[config.mk]
export PLATFORM = sky130hd
export DESIGN_NAME = fetch_redirect_ctrl
export DESIGN_NICKNAME = d
export VERILOG_FILES = /design/src/rtl/fetch_redirect_ctrl.sv
export SDC_FILE = /design/constraint.sdc
export NUM_CORES = 1
export LEC_CHECK = 0
export CORE_AREA = 2 2 39 41
export DETAILED_ROUTE_END_ITERATION = 7
export DIE_AREA = 0 0 41 43
export MAX_ROUTING_LAYER = met4
export SLEW_MARGIN = 15
export SYNTH_ARGS = -nofsm -noshare
export SYNTH_HDL_FRONTEND = slang
export SYNTH_SLANG_ARGS = --single-unit
[constraint.sdc]
create_clock -name clk -period 2.6 [get_ports clk]
set_input_delay 0.52 -clock clk [delete_from_list [all_inputs] [get_ports clk]]
set_output_delay 0.52 -clock clk [all_outputs]
set_load 0.02 [all_outputs]
[src/rtl/fetch_redirect_ctrl.sv]
// Fetch-stage redirect/stall arbiter with per-stage valid tracking and flush strobes.
// Optional statistics counters are enabled by defining REDIRECT_STATS_EN.
module fetch_redirect_ctrl #(
    parameter int CNT_W = 32
) (
    input  logic             clk,
    input  logic             rst,
    input  logic             ID_redir,
    input  logic             EX1_redir,
    input  logic             EX2_redir,
    input  logic             hazard_stall,
    output logic [2:0]       PC_src,
    output logic             PC_write,
    output logic             IF_ID_flush,
    output logic             ID_EX1_flush,
    output logic             EX1_EX2_flush,
    output logic             ID_valid,
    output logic             EX1_valid,
    output logic             EX2_valid
`ifdef REDIRECT_STATS_EN
    ,
    output logic [CNT_W-1:0] redir_cnt,
    output logic [CNT_W-1:0] stall_cnt
`endif
);

    localparam logic [2:0] SRC_SEQ  = 3'd0;
    localparam logic [2:0] SRC_ID   = 3'd1;
    localparam logic [2:0] SRC_HOLD = 3'd2;
    localparam logic [2:0] SRC_EX1  = 3'd3;
    localparam logic [2:0] SRC_EX2  = 3'd4;

    typedef enum logic [2:0] {
        WIN_NONE,
        WIN_ID,
        WIN_STALL,
        WIN_EX1,
        WIN_EX2
    } winner_e;

    logic    vId_q, vEx1_q, vEx2_q;
    logic    vId_d, vEx1_d, vEx2_d;
    logic    effEx2, effEx1, effStall, effId;
    winner_e winner;

    // Requests from squashed (wrong-path) stages are masked off here.
    assign effEx2   = EX2_redir    & vEx2_q;
    assign effEx1   = EX1_redir    & vEx1_q;
    assign effStall = hazard_stall & vId_q;
    assign effId    = ID_redir     & vId_q;

    always_comb begin
        winner = WIN_NONE;
        if (effEx2)
            winner = WIN_EX2;
        else if (effEx1)
            winner = WIN_EX1;
        else if (effStall)
            winner = WIN_STALL;
        else if (effId)
            winner = WIN_ID;
    end

    always_comb begin
        PC_src        = SRC_SEQ;
        PC_write      = 1'b0;
        IF_ID_flush   = 1'b0;
        ID_EX1_flush  = 1'b0;
        EX1_EX2_flush = 1'b0;
        if (rst) begin
            PC_write = 1'b1;
            unique case (winner)
                WIN_EX2: begin
                    PC_src        = SRC_EX2;
                    IF_ID_flush   = 1'b1;
                    ID_EX1_flush  = 1'b1;
                    EX1_EX2_flush = 1'b1;
                end
                WIN_EX1: begin
                    PC_src       = SRC_EX1;
                    IF_ID_flush  = 1'b1;
                    ID_EX1_flush = 1'b1;
                end
                WIN_STALL: begin
                    PC_src       = SRC_HOLD;
                    PC_write     = 1'b0;
                    ID_EX1_flush = 1'b1;
                end
                WIN_ID: begin
                    PC_src      = SRC_ID;
                    IF_ID_flush = 1'b1;
                end
                default: PC_src = SRC_SEQ;
            endcase
        end
    end

    always_comb begin
        vId_d  = 1'b1;
        vEx1_d = vId_q;
        vEx2_d = vEx1_q;
        unique case (winner)
            WIN_EX2: begin
                vId_d  = 1'b0;
                vEx1_d = 1'b0;
                vEx2_d = 1'b0;
            end
            WIN_EX1: begin
                vId_d  = 1'b0;
                vEx1_d = 1'b0;
            end
            WIN_STALL: begin
                vId_d  = vId_q;
                vEx1_d = 1'b0;
            end
            WIN_ID:  vId_d = 1'b0;
            default: vId_d = 1'b1;
        endcase
    end

    always_ff @(posedge clk or negedge rst) begin
        if (!rst) begin
            vId_q  <= 1'b0;
            vEx1_q <= 1'b0;
            vEx2_q <= 1'b0;
        end else begin
            vId_q  <= vId_d;
            vEx1_q <= vEx1_d;
            vEx2_q <= vEx2_d;
        end
    end

    assign ID_valid  = vId_q;
    assign EX1_valid = vEx1_q;
    assign EX2_valid = vEx2_q;

`ifdef REDIRECT_STATS_EN
    logic [CNT_W-1:0] redirCnt_q, redirCnt_d;
    logic [CNT_W-1:0] stallCnt_q, stallCnt_d;

    // Redirects count even when a stall wins; stalls count only when they win.
    always_comb begin
        redirCnt_d = redirCnt_q;
        stallCnt_d = stallCnt_q;
        if ((effEx2 | effEx1 | effId) && (redirCnt_q != {CNT_W{1'b1}}))
            redirCnt_d = redirCnt_q + 1'b1;
        if ((winner == WIN_STALL) && (stallCnt_q != {CNT_W{1'b1}}))
            stallCnt_d = stallCnt_q + 1'b1;
    end

    always_ff @(posedge clk or negedge rst) begin
        if (!rst) begin
            redirCnt_q <= '0;
            stallCnt_q <= '0;
        end else begin
            redirCnt_q <= redirCnt_d;
            stallCnt_q <= stallCnt_d;
        end
    end

    assign redir_cnt = redirCnt_q;
    assign stall_cnt = stallCnt_q;
`else
    // CNT_W only sizes the statistics counters, which are absent in this build.
    if (CNT_W > 0) begin : g_no_stats
    end
`endif

endmodule

Word level (Yosys, flattened, before mapping) --
Index checks and enable logic that the tools add are counted.
Storage, ports and cells: register bits after elaboration 3, bits of input ports 6, word-level logic and storage cells 30
Operators by class: eq/ne operators 4, mux-type cells 17, bitwise operators 4, reductions and logical operators 2
Operator list (number):
- $pmux 3 s4 | 1
- $mux 1 | 11
- $eq 3x2->1 const B | 2
- $mux 3 | 2
- $reduce_or 3->1 | 2
- $and 1x1->1 | 4
- $mux 2 | 2
- $eq 3x1->1 const B | 1
- $eq 3x3->1 const B | 1
- $pmux 1 s2 | 1

Depth between registers and ports, before layout --
depth after elaboration 9, depth in mapped cells 2

Worst setup path before layout --
OpenSTA, ideal clock, no wires.
path type input-to-output, start in hazard_stall, end out PC_src[0], arrival 1.074 ns, required time 2.080 ns, slack 1.006 ns, stages 2, buffers on the path 0, cell sequence nand3b_1 a21oi_1
On the way: longest elaborated chain between the ends 7
RTL lines:
- from (decl) | line 11 | input logic hazard_stall,
- $and 1x1->1 * | line 49 | assign effStall = hazard_stall & vId_q;
- $mux 2 * | line 58 | else if (effStall)
- $mux 2 * | line 56 | else if (effEx1)
- $mux 3 * | line 54 | if (effEx2)
- $eq 3x1->1 (tied with other cells) | line 72 | unique case (winner)
- $pmux 3 s4 * | line 72
- $mux 3 * | line 70 | if (rst) begin
- to (decl) | line 12 | output logic [2:0] PC_src,
Every way passes the cells marked *; elsewhere a longest branch is shown, timed or not.

Final worst setup path --
start in EX2_redir, end out PC_write
On the way: longest elaborated chain between the ends 5
RTL lines:
- from (decl) | line 10 | input logic EX2_redir,
- $and 1x1->1 | line 47 | assign effEx2 = EX2_redir & vEx2_q;
- $mux 3 | line 54
- $eq 3x2->1 | line 72
- $mux 1 | line 72
- $mux 1 | line 70
- to (decl) | line 13 | output logic PC_write,
Every way passes these cells.

==> impl_metrics.csv <==
group,metric,value,unit
run_status,status,"finished clean",
clocking,cts_tree,"yes",
synthesis,syn_area_per_cell,9.88,um2
grt,grt_max_degree,9,
die,die_height,43,um
sta,finalSetupViolCount,0,
clocking,root_buffer,"clkbuf_4",
cells_and_area,n_antenna_cell,0,
grt,grt_remaining_overflow,0,
sta,max_slew_margin,0.842,
clocking,cts_resized,0,
worst_setup_path,reg2reg_depth,2,
synthesis,yosys_warnings,0,
clocking,cts_inserted_buffers,3,
die,rows,14,
die,initial_core_util,0.136,
cells_and_area,finish.utilization,0.283,
cells_and_area,final_nets,46,
pwr,clkPwrFrac,0.339,
clocking,clock_path_buffers,2,
route,drt_iter0_markers,1,
placement,gp_congestion,0.640,
worst_setup_path,cp.arrival,1.98,ns
route,drc,0,
worst_setup_path,cp-start-kind,"primary input",
route,vias_per_cell,3.91,
sta,tightest_slew,0.237,ns
clocking,holdBufCountCts,0,
worst_setup_path,crit_buf_inv,2,
grt,use_met1,0.0714,
sta,period_share,0.961,
sta,fin_skew,0.00358,ns
hold_path,worstHoldStart,"ID_valid$_DFFE_PN0P_",
grt,grt_usage,0.0722,
pwr,power.switching,76.8,uW
worst_setup_path,critical_path_class,"primary input to output pin",
synthesis,ys_ff_latch,3,
synthesis,synth_cell_type_count,13,
pwr,p_seq_frac,0.263,
synthesis,yosys-top-cells-area,"dfrtp_1, a21boi_1, and3_1",
cells_and_area,multi_input_area,113,um2
worst_setup_path,path_delay_family,"buffers and inverters",
sta,slew_violations,0,
route,routed-via-count,215,
worst_setup_path,cp_slowest_stage_delay,0.59,ns
worst_setup_path,endpoint_kind,"output pin",
worst_setup_path,r2r_slack,1.68,ns
sta,max_freq,400,MHz
run,max-cap-violations,0,
worst_setup_path,crit-reg2reg-launch,"EX1_valid$_DFF_PN0_",
synthesis,syn_inst,19,
sta,hold_viol,0,
die,die_w,41,um
pwr,comb_power_share,0.398,
placement,port_buffers,15,
pwr,p_int,163,uW
clocking,htree_levels,1,
sta,rsz0062_at_grt,"no",
grt,grt_busiest_layer,"met2",
worst_setup_path,cpMostUsedCell,"clkdlybuf4s50_1",
synthesis,yosysSeqAreaShare,0.400,
sta,min_period,2.50,ns
clocking,clk_pin_slew_worst_paths,0.04,ns
pwr,leakage,0.162,nW
worst_setup_path,critPathRequiredTime,2.08,ns
hold_path,hp-class,"flip-flop to flip-flop",
route,ant_nets,0,
cells_and_area,fill_cells,158,
worst_setup_path,cpMaxStageDelayCell,"clkdlybuf4s50_1",
clocking,cts_setup_buffers,0,
cells_and_area,syn2layout_area_growth,109,%
worst_setup_path,cp_cell_sequence,"clkdlybuf4s50_1, a22o_1, o21a_1, clkdlybuf4s50_1",
grt,met3_usage,0.0366,
die,die-area,1760,um2
synthesis,synth_top_area_frac,0.400,
grt,grt_pass1_vias,231,
clocking,clkLatencyLatePin,0.23,ns
synthesis,synth_nets,25,
pwr,ir_drop,195,uV
pwr,switching_share,0.321,
grt,grt.met2_usage,0.109,
synthesis,syn_area,188,um2
cells_and_area,drive_above_1_share,0.128,
worst_setup_path,cp_max_fo,6,
route,routed_wl,500,um
worst_setup_path,r2r_end,"EX1_valid$_DFF_PN0_",
die,io_pins,16,
cells_and_area,seqCellArea,75.1,um2
route,post_drt_wl_per_cell,9.09,um
sta,fin_setup_tns,0,ns
grt,grt_pass1_wl,828,um
route,drtPass1Iterations,2,
synthesis,synth_top_cell_by_area,"dfrtp_1",
die,core_area,1380,um2
hold_path,whs_endpoint,"EX1_valid$_DFF_PN0_",
pwr,powerDensity,612,nW/um2
clocking,cts_sinks,3,
hold_path,hold_depth,1,
grt,antenna_found_initial,0,
-- state kept, by name (all words and copies together) (netlist names) --
register   flops
EX2_valid      1
EX1_valid      1
ID_valid       1
-- how the worst max path moves through the flow --
stage                 start           to  slack [ns]  cells past startpoint
6_report          EX2_redir     PC_write        0.10                      4
5_1_grt        hazard_stall    PC_src[0]        0.01                      4
4_1_cts           EX2_redir  IF_ID_flush        0.09                      4
3_5_place_dp      EX2_redir  IF_ID_flush        0.09                      4
3_3_place_gp      EX2_redir     PC_write         0.1                      4
2_1_floorplan  hazard_stall    PC_src[0]        1.01                      2
-- cell usage in the layout, fill, tap and decap left out --
master	n
clkdlybuf4s50_1	15
a22o_1	1
a21oi_1	2
a21bo_1	1
nor3b_2	1
nand3b_1	1
a22oi_1	1
dfrtp_1	3
and3_1	2
clkbuf_1	1
a21boi_0	1
nand2_1	2
clkbuf_4	3
and2_1	1
a21boi_1	2
o21a_1	1
buf_4	1
-- logic make-up (layout without fill, tap and decap cells) --
| family | Yosys count | count (layout) | synth area share |
|---|---|---|---|
| and+or+nand+nor | 7 | 7 | 0.247 |
| AOI/OAI and AO/OA | 9 | 9 | 0.353 |
| DFF | 3 | 3 | 0.400 |
| buffers and inverters | 0 | 20 | 0 |
-- power groups by stage --
| stage | Clock [mW] | Sequential [mW] | Combinational, mW |
|---|---|---|---|
| after detailed placement | 0 | 0.0639 | 0.0963 |
| after global placement | 0 | 0.0638 | 0.0961 |
| after global routing | 0.0893 | 0.0651 | 0.102 |
| after CTS | 0.0858 | 0.0633 | 0.0966 |
| final | 0.0812 | 0.0630 | 0.0954 |
| after floorplan | 0 | 0.0721 | 0.0368 |
-- area by class of cell --
type                       count  area share
multi-input combinational     16       0.288
tap                           16      0.0511
clock buffer                   4      0.0671
sequential                     3       0.192
timing repair buffer          16       0.403
-- per-stage QoR --
stage / instance area (um2) / cells / hold WS (ns) / power [mW] / setup slack, ns
finish: 392 / 55 / 0.574 / 0.240 / 0.102
detailed placement: 365 / 51 / 0.574 / 0.160 / 0.0927
global placement: 365 / 51 / 0.574 / 0.160 / 0.0973
global route: 392 / 55 / 0.606 / 0.257 / 0.0101
floorplan: 188 / 19 / 0.224 / 0.109 / 1.01
CTS: 392 / 55 / 0.569 / 0.246 / 0.0886
-- per-layer routing --
| metal | routed length (um) | vias to the layer above |
|---|---|---|
| met5 | 0 | - |
| met4 | 0 | 0 |
| met3 | 39 | 0 |
| met2 | 273 | 5 |
| met1 | 187 | 99 |
| li1 | - | 111 |
-- cells in the mapped netlist --
library cell and n:
a21bo_1 1, a21boi_0 1, a21boi_1 2, a21oi_1 2, a22o_1 1, a22oi_1 1
and2_1 1, and3_1 2, dfrtp_1 3, nand2_1 2, nand3b_1 1, nor3b_2 1
o21a_1 1
No activity file was read; power rests on OpenSTA's default activity.
